## src/rtl/ovsf_chip_spreader_pkg.sv

```systemverilog
// Shared definitions for the transmit chain: sample width, spreader state type
// and a generic bit-reversal helper.
package tx_chain_pkg;

  localparam int W = 16;

  typedef enum logic {
    IDLE = 1'b0,
    RUN  = 1'b1
  } state_e;

  // Reverses the low 'width' bits of value; bits above width come back as zero.
  function automatic logic [31:0] bitrev(input logic [31:0] value, input int width);
    logic [31:0] r;
    r = '0;
    for (int i = 0; i < width; i++) begin
      r[i] = value[width-1-i];
    end
    return r;
  endfunction

endpackage

```

## src/rtl/ovsf_chip_spreader_sym_fifo.sv

```systemverilog
// DEPTH x 1-bit synchronous symbol FIFO with combinational read of the head entry.
module sym_fifo
  import tx_chain_pkg::*;
#(
  parameter int DEPTH = 4
) (
  input  logic clk_3p84MHz,
  input  logic reset,
  input  logic push,
  input  logic pushData,
  input  logic pop,
  output logic popData,
  output logic full,
  output logic empty
);

  localparam int AW    = $clog2(DEPTH);
  localparam int CNT_W = AW + 1;

  logic [DEPTH-1:0] mem_q;
  logic [AW-1:0]    wrPtr_q;
  logic [AW-1:0]    rdPtr_q;
  logic [CNT_W-1:0] count_q;
  logic             pushOk;
  logic             popOk;

  // A full FIFO refuses pushes even when a pop frees a slot in the same cycle.
  assign pushOk  = push && !full;
  assign popOk   = pop && !empty;
  assign full    = (count_q == CNT_W'(DEPTH));
  assign empty   = (count_q == '0);
  assign popData = mem_q[rdPtr_q];

  always_ff @(posedge clk_3p84MHz) begin
    if (!reset) begin
      mem_q   <= '0;
      wrPtr_q <= '0;
      rdPtr_q <= '0;
      count_q <= '0;
    end else begin
      if (pushOk) begin
        mem_q[wrPtr_q] <= pushData;
        wrPtr_q        <= wrPtr_q + 1'b1;
      end
      if (popOk) begin
        rdPtr_q <= rdPtr_q + 1'b1;
      end
      unique case ({pushOk, popOk})
        2'b10:   count_q <= count_q + 1'b1;
        2'b01:   count_q <= count_q - 1'b1;
        default: count_q <= count_q;
      endcase
    end
  end

endmodule

```

## src/rtl/ovsf_chip_spreader.sv

```systemverilog
// Chip-rate OVSF spreader: buffers BPSK symbols, spreads each over 2^SF_LOG2
// chips with a latched OVSF code and drives a gain-scaled sample to the CIC.
module ovsf_chip_spreader
  import tx_chain_pkg::*;
#(
  parameter int SF_LOG2 = 4,
  parameter int DEPTH   = 4,
  parameter int W       = tx_chain_pkg::W
) (
  input  logic                clk_3p84MHz,
  input  logic                reset,
  input  logic                enable,
  input  logic                sym_in,
  input  logic                sym_valid,
  output logic                sym_ready,
  input  logic [SF_LOG2-1:0]  code_idx,
  input  logic [W-2:0]        gain,
  output logic signed [W-1:0] chip_out,
  output logic                sym_start,
  output logic                underflow
);

  localparam logic [SF_LOG2-1:0] SF_LAST = '1;

  state_e               state_q, state_d;
  logic [SF_LOG2-1:0]   chipCnt_q, chipCnt_d;
  logic                 sym_q, sym_d;
  logic [SF_LOG2-1:0]   code_q, code_d;
  logic [W-2:0]         gain_q, gain_d;
  logic signed [W-1:0]  chipOut_q, chipOut_d;
  logic                 symStart_q, symStart_d;
  logic                 underflow_q, underflow_d;

  logic                 fifoFull;
  logic                 fifoEmpty;
  logic                 fifoData;
  logic                 fifoPop;
  logic                 symBoundary;
  logic                 startSym;
  logic [SF_LOG2-1:0]   codeRev;
  logic                 chipBit;
  logic                 product;
  logic [W-1:0]         magnitude;

  sym_fifo #(
    .DEPTH(DEPTH)
  ) u_fifo (
    .clk_3p84MHz(clk_3p84MHz),
    .reset      (reset),
    .push       (sym_valid),
    .pushData   (sym_in),
    .pop        (fifoPop),
    .popData    (fifoData),
    .full       (fifoFull),
    .empty      (fifoEmpty)
  );

  assign sym_ready = !fifoFull;
  assign chip_out  = chipOut_q;
  assign sym_start = symStart_q;
  assign underflow = underflow_q;

  // A new symbol may only begin from idle or on the last chip of the current one.
  assign symBoundary = (state_q == IDLE) || (chipCnt_q == SF_LAST);
  assign startSym    = symBoundary && enable && !fifoEmpty;

  // Walsh-style chip: parity of the bit-reversed code index masked by the chip count.
  assign codeRev   = SF_LOG2'(bitrev(32'(code_q), SF_LOG2));
  assign chipBit   = ^(codeRev & chipCnt_q);
  assign product   = sym_q ^ chipBit;
  assign magnitude = {1'b0, gain_q};

  always_ff @(posedge clk_3p84MHz) begin
    if (!reset) begin
      state_q     <= IDLE;
      chipCnt_q   <= '0;
      sym_q       <= 1'b0;
      code_q      <= '0;
      gain_q      <= '0;
      chipOut_q   <= '0;
      symStart_q  <= 1'b0;
      underflow_q <= 1'b0;
    end else begin
      state_q     <= state_d;
      chipCnt_q   <= chipCnt_d;
      sym_q       <= sym_d;
      code_q      <= code_d;
      gain_q      <= gain_d;
      chipOut_q   <= chipOut_d;
      symStart_q  <= symStart_d;
      underflow_q <= underflow_d;
    end
  end

  always_comb begin
    state_d   = state_q;
    chipCnt_d = chipCnt_q;
    sym_d     = sym_q;
    code_d    = code_q;
    gain_d    = gain_q;
    if (startSym) begin
      state_d   = RUN;
      chipCnt_d = '0;
      sym_d     = fifoData;
      code_d    = code_idx;
      gain_d    = gain;
    end else begin
      unique case (state_q)
        IDLE: state_d = IDLE;
        RUN: begin
          if (chipCnt_q != SF_LAST) begin
            chipCnt_d = chipCnt_q + 1'b1;
          end else begin
            state_d   = IDLE;
            chipCnt_d = '0;
          end
        end
      endcase
    end
  end

  always_comb begin
    fifoPop     = startSym;
    chipOut_d   = '0;
    symStart_d  = 1'b0;
    underflow_d = 1'b0;
    if (state_q == RUN) begin
      chipOut_d   = product ? -magnitude : magnitude;
      symStart_d  = (chipCnt_q == '0);
      underflow_d = (chipCnt_q == SF_LAST) && enable && fifoEmpty;
    end
  end

endmodule

```

## config.mk

```make
export PLATFORM = sky130hd
export DESIGN_NAME = ovsf_chip_spreader
export DESIGN_NICKNAME = d
export VERILOG_FILES = /design/src/rtl/ovsf_chip_spreader_pkg.sv /design/src/rtl/ovsf_chip_spreader_sym_fifo.sv /design/src/rtl/ovsf_chip_spreader.sv
export SDC_FILE = /design/constraint.sdc
export NUM_CORES = 1
export LEC_CHECK = 0
export CAP_MARGIN = 25
export CORE_MARGIN = 2
export CORE_UTILIZATION = 47
export DETAILED_ROUTE_END_ITERATION = 7
export GPL_ROUTABILITY_DRIVEN = 0
export PLACE_DENSITY_LB_ADDON = 0.3
export SYNTH_ARGS = -nofsm -noshare
export SYNTH_HDL_FRONTEND = slang
export SYNTH_SLANG_ARGS = --single-unit
```

## constraint.sdc

```tcl
create_clock -name clk_3p84MHz -period 2.5 [get_ports clk_3p84MHz]
set_input_delay 0.625 -clock clk_3p84MHz [delete_from_list [all_inputs] [get_ports clk_3p84MHz]]
set_output_delay 0.625 -clock clk_3p84MHz [all_outputs]
set_load 0.005 [all_outputs]
```

==> results.yml, run 1 <==
clock_tree:
  clk_pin_slew_ns: 0.09
  clock_latency_ns: 0.31
  root_buffer: "clkbuf_8"
  cts.sinks: 54
  cts_buffers: 5
  ctsHoldBuffers: 0
  h-tree-depth: 2
  clock_path_buffers: 2
  cts_tree: "built"
yosys:
  synth_nets: 314
  synth_compound_area_share_pct: 15.7
  ys_seq_elements: 54
  yosys.area_share.adder_pct: 4.92
  ys.flop_type: "dfxtp_1"
  yosys.area_share.xor_xnor_pct: 3.43
  synth_edf_count: 0
  synth.avg_cell_area_sq_um: 8.70
  netlist_instances: 281
  seq_area_frac_synth_pct: 44.2
  synth_mux_area_share_pct: 2.97
  synth_top_family_by_area: "simple AND/OR/NAND/NOR gates"
  ys_types: 39
  synthesis.area_sq_mm: 0.00244
  synthArstFlopShare_pct: 0
  ys.warnings.count: 0
  yosys.area_share.simple_pct: 24.3
cells_and_area:
  drive_gt1_share_pct: 7.62
  syn_to_final_growth_pct: 25.8
  final_nets: 360
  n_antenna_cell: 0
  final_util_pct: 60.6
  fillers: 474
status:
  outcome: "complete, no violations"
min_path:
  min_delay_path_depth: 2
  hp-class: "reg2reg"
floorplan:
  start_util_pct: 48.2
  die_height_um: 76.1
  num_io_pins: 43
  die_w_um: 76.1
  core_area_sq_mm: 0.00507
  dieArea_sq_mm: 0.00579
  row_count: 26
drt:
  ant_nets: 0
  drt_iter0_markers: 85
  vias: 1991
  avgViaCountPerCell: 5.00
  wl_mm: 4.59
  drc: 0
  first_pass_iters: 4
  wire_per_inst_um: 11.5
setup_path:
  worst_ep_required_time_ns: 2.74
  startpoint_type: "primary input"
  worstPathArrival_ns: 2.60
  cp_max_fo: 3
  endpoint_kind: "register"
  reg2reg_depth: 11
  critPathKind: "in2reg"
grt:
  first_global_vias: 1891
  met3_usage_pct: 2.61
  grt_first_pass_wirelength_mm: 7.94
  grt.busiest_layer: "met2"
  grt_max_degree: 30
  use_met2_pct: 29.3
  track_usage_pct: 16.6
  grt-ovfl-total: 0
  antenna_found_initial: 0
  met1_usage_pct: 19.2
pwr:
  p_per_area_mw_per_mm2: 857
  finalPower_uw: 2640
  ir_drop_uv: 517
  p_leak_uw: 0.00113
placement:
  io_buffers: 42
  dp.final_hpwl_mm: 3.25
timing:
  rsz0062_at_grt: "no"
  setup_violations: 0
  slew_headroom_pct: 72.8
  timing.fmax_mhz: 425
  min_period_ns: 2.35
  finClkSkew_ns: 0.0112
  maxSlewViolCount: 0
  worst_pin_slew_ns: 0.403
  hold_violations: 0
  holdWs_ns: 0.473
  tns_ns: 0
  finalCritPeriodShare_pct: 94.2
flow_run:
  timing.max_cap.violations: 0
## cell usage after synthesis (2+ instances only)
library cell  number  area, sq um
nand3_1            2         10.0
nand2_1           62          233
nor2b_1            5         31.3
nor2_1             7         26.3
buf_6              2         22.5
dfxtp_1           54         1080
clkbuf_1           7         26.3
nor3_1             5         25.0
buf_1              2         7.51
xnor2_1            5         43.8
xor2_1             2         17.5
nor4_1             4         25.0
ha_1               8          100
inv_1             11         41.3
and3_1             2         12.5
or3_1             15         93.8
a21boi_0          23          173
and2_1             8         50.1
o21ai_0           19         95.1
nor3b_1            2         15.0
mux2i_1            5         50.1
a21oi_1           14         70.1
## report_power, final
| part | leakage (uW) | switching (uW) | internal [uW] | total, uW |
|---|---|---|---|---|
| sequential | 0.000439 | 141 | 989 | 1130 |
| clock | 0.0000585 | 289 | 300 | 589 |
| combinational | 0.000636 | 483 | 434 | 916 |
## worst max-delay path, cell delays in order
cell and delay, ns:
clkdlybuf4s50_1 0.49, o31a_1 0.16, nand2_1 0.07, inv_1 0.08, ha_1 0.16, inv_1 0.05, fa_1 0.37, xor2_1 0.16
or3_1 0.30, a21boi_1 0.13
## area by class of cell
cell class	instances	area (sq um)	area share [%]
Multi-Input combinational cell	203	1250	40.8
Sequential cell	54	1080	35.2
Timing Repair Buffer	52	495	16.1
Tap cell	70	87.6	2.85
Clock buffer	5	68.8	2.24
Clock inverter	3	43.8	1.42
Inverter	11	41.3	1.34
## flip-flops by register name, summed over array words and instances (netlist names)
| register | cells |
|---|---|
| u_fifo.mem_q | 4 |
| sym_start | 1 |
| u_fifo.count_q | 3 |
| u_fifo.rdPtr_q | 2 |
| gain_q | 15 |
| sym_q | 1 |
| u_fifo.wrPtr_q | 2 |
| underflow | 1 |
| chipCnt_q | 4 |
| state_q | 1 |
| code_q | 4 |
| chip_out | 16 |
## kinds of logic (layout without fill, tap and decap cells)
kind of cell	Yosys count	after routing
xor gates and xnor gates	8	8
DFF	54	54
and+or+nand+nor	118	118
muxes	6	6
buffers and inverters	24	71
adders and majority gates	9	9
AOI/OAI and AO/OA	62	62
## path summary, 6_finish.rpt
path	from	end	slack [ns]
max	enable	u_fifo.count_q[2]	0.15
min	code_q[3]	code_q[3]	0.47
max reg2reg	chipCnt_q[1]	u_fifo.count_q[2]	0.27
min reg2reg	code_q[3]	code_q[3]	0.47
## through the flow
stage	std cells	cell area (sq um)	setup WS [ns]
5_1_grt	398	3070	0.0128
6_report	398	3070	0.146
3_5_place_dp	389	2950	-0.210
3_3_place_gp	389	2950	-0.166
4_1_cts	397	3060	0.114
2_1_floorplan	281	2440	0.0559
## cell usage in the layout, fill, tap and decap left out, types with 2 or more instances in the layout
cell	netlist	layout
dfxtp_1	54	53
mux2i_1	5	5
clkdlybuf4s50_1	0	42
a21boi_1	1	2
a21boi_0	23	22
buf_4	0	10
a21oi_1	14	14
xnor2_1	5	5
nor3b_1	2	2
clkbuf_8	0	5
nor3_1	5	5
o21ai_0	19	19
nor2_1	7	7
nor4_1	4	4
or3_1	15	15
and2_1	8	8
and3_1	2	2
inv_1	11	11
xor2_1	2	2
nand2_1	62	62
nor2b_1	5	5
ha_1	8	7
nand3_1	2	2
## layer usage
layer | vias up | part of all wire (%)
met5 | - | 0
met4 | 0 | 2.4
met3 | 9 | 2.9
met2 | 36 | 50
met1 | 903 | 45
li1 | 1043 | -
## what timing repair did
| action | 4_1_cts | 5_1_grt |
|---|---|---|
| endpoints found under the setup margin | 0 | 1 |
| gates resized for setup | 0 | 3 |
| setup buffers | 0 | 1 |
No activity file was read; power rests on OpenSTA's default activity.
==> run 2, diff against run 1 <==
--- a/config.mk
+++ b/config.mk
@@ -11,6 +11,7 @@
 export DETAILED_ROUTE_END_ITERATION = 7
 export GPL_ROUTABILITY_DRIVEN = 0
 export PLACE_DENSITY_LB_ADDON = 0.3
+export RECOVER_POWER = 100
 export SYNTH_ARGS = -nofsm -noshare
 export SYNTH_HDL_FRONTEND = slang
 export SYNTH_SLANG_ARGS = --single-unit
==> results.yml, run 2 (same netlist as run 1, synthesis figures left out) <==
setup_path:
  path_buf_inv: 3
  crit_path_max_incr_delay_ns: 0.49
  worstPathCellList: "clkdlybuf4s50_1, o31a_1, nand2_1, inv_1, ha_1, inv_1, fa_1, xor2_1, or3_1, a21boi_1"
  cp_slowest_cell: "clkdlybuf4s50_1"
  worst_ep_required_time_ns: 2.74
  rrSetupSlack_ns: 0.26
  critPathLaunch: "enable"
  critPathKind: "in2reg"
  endpoint_kind: "register"
  startpoint_type: "primary input"
  r2r-start: "chipCnt_q[0]"
  worstPathArrival_ns: 2.60
  crit_family: "buffers and inverters"
  cpMostUsedCell: "inv_1"
  cp_max_fo: 3
timing:
  hold_violations: 0
  maxSlewViolCount: 0
  rsz0062_at_grt: "no"
  timing.fmax_mhz: 424
  setup_violations: 0
  finalCritPeriodShare_pct: 94.3
  worst_pin_slew_ns: 0.890
  slew_headroom_pct: 40.7
  setup_ws_ns: 0.143
  min_period_ns: 2.36
  finClkSkew_ns: 0.0113
drt:
  wl_mm: 4.59
  first_pass_iters: 4
  drc: 0
  wire_per_inst_um: 11.5
  drt_iter0_markers: 75
  avgViaCountPerCell: 5.01
  vias: 1993
  ant_nets: 0
cells_and_area:
  drive_gt1_share_pct: 7.01
  fillers: 475
  syn_to_final_growth_pct: 25.4
  layout_common_cells: "62 x nand2_1, 53 x dfxtp_1, 22 x a21boi_0, 22 x clkdlybuf4s50_1"
  largest_register_ffs: 16
  layout_commonest_cell: "nand2_1"
  n_antenna_cell: 0
  design_area_sq_mm: 0.00306
  final_nets: 360
grt:
  grt_max_degree: 30
  grt-ovfl-total: 0
  first_global_vias: 1891
  track_usage_pct: 16.6
  antenna_found_initial: 0
  grt_first_pass_wirelength_mm: 7.94
floorplan:
  start_util_pct: 48.2
  num_io_pins: 43
  die_w_um: 76.1
  die_height_um: 76.1
  core_area_sq_mm: 0.00507
  row_count: 26
  dieArea_sq_mm: 0.00579
clock_tree:
  cts_buffers: 5
  cts.sinks: 54
  clock_path_buffers: 2
  ctsHoldBuffers: 0
  clk_pin_slew_ns: 0.09
  cts_tree: "built"
  clock_latency_ns: 0.31
  h-tree-depth: 2
  root_buffer: "clkbuf_8"
flow_run:
  timing.max_cap.violations: 0
status:
  outcome: "complete, no violations"
pwr:
  p_leak_uw: 0.00118
  ir_drop_uv: 493
  p_per_area_mw_per_mm2: 855
placement:
  dpl_cell_area_sq_mm: 0.00295
  dp.final_hpwl_mm: 3.25
  io_buffers: 42
  dp_slack_ns: -0.210
min_path:
  hp-class: "reg2reg"
  hold_start: "code_q[3]"
-- run 2: changes by cell type in the layout (fill, tap and decap cells not counted) --
| cell | before | now |
|---|---|---|
| and2_0 | 0 | 5 |
| and2_1 | 8 | 3 |
| buf_4 | 10 | 7 |
| clkbuf_1 | 0 | 2 |
| clkbuf_2 | 0 | 1 |
| clkdlybuf4s50_1 | 42 | 22 |
| dlygate4sd3_1 | 0 | 20 |
| o21ai_0 | 19 | 20 |
| o21ai_1 | 1 | 0 |
-- run 2: area by class of cell --
type / instances / area, sq um / area share [%]
repair buffers: 52 / 485 / 15.8
inverters: 11 / 41.3 / 1.35
multi-input cells: 203 / 1250 / 41.0
well taps: 70 / 87.6 / 2.86
flip-flops and latches: 54 / 1080 / 35.3
clock buffers: 5 / 68.8 / 2.25
clock inverters: 3 / 43.8 / 1.43
-- run 2: layer usage --
layer | routed length [um] | part of all wire [%] | GRT usage [%] | vias to the layer above
li1 | - | - | - | 1044
met1 | 2050 | 45 | 19.2 | 902
met2 | 2290 | 50 | 29.3 | 38
met3 | 134 | 2.9 | 2.61 | 9
met4 | 110 | 2.4 | 9.09 | 0
met5 | 0 | 0 | 0 | -
-- run 2: worst min-delay path: cells and delay by family, from the launching register on --
kind            cells  cell delay [ns]
flops               1             0.32
compound gates      1             0.06
simple gates        1             0.05
-- run 2: metrics by stage --
step                      power [uW]  utilization, %  TNS (ns)  cells  hold WS [ns]
after CTS                       2640            60.4         0    397         0.476
after global placement          2030            58.1    -0.166    389         0.458
final                           2620            60.4         0    398         0.473
after global routing            2830            60.4         0    398         0.506
after detailed placement        2060            58.1    -0.210    389         0.462
after floorplan                 1800               -         0    281         0.444
-- run 2: repair_timing --
item,in CTS,in global routing
setup buffers,0,1
setup endpoints to repair,0,1
gates resized for setup,0,3
-- run 2: path summary, 6_finish.rpt --
| path | end | cells past startpoint |
|---|---|---|
| worst max-delay path | u_fifo.count_q[2] | 10 |
| worst min-delay path | code_q[3] | 2 |
| worst max register to register | chip_out[4] | 7 |
| worst min register to register | code_q[3] | 2 |
-- run 2: power breakdown --
part	total [uW]	internal, uW	switching (uW)
clock	589	300	288
combinational	901	420	482
sequential	1130	989	140
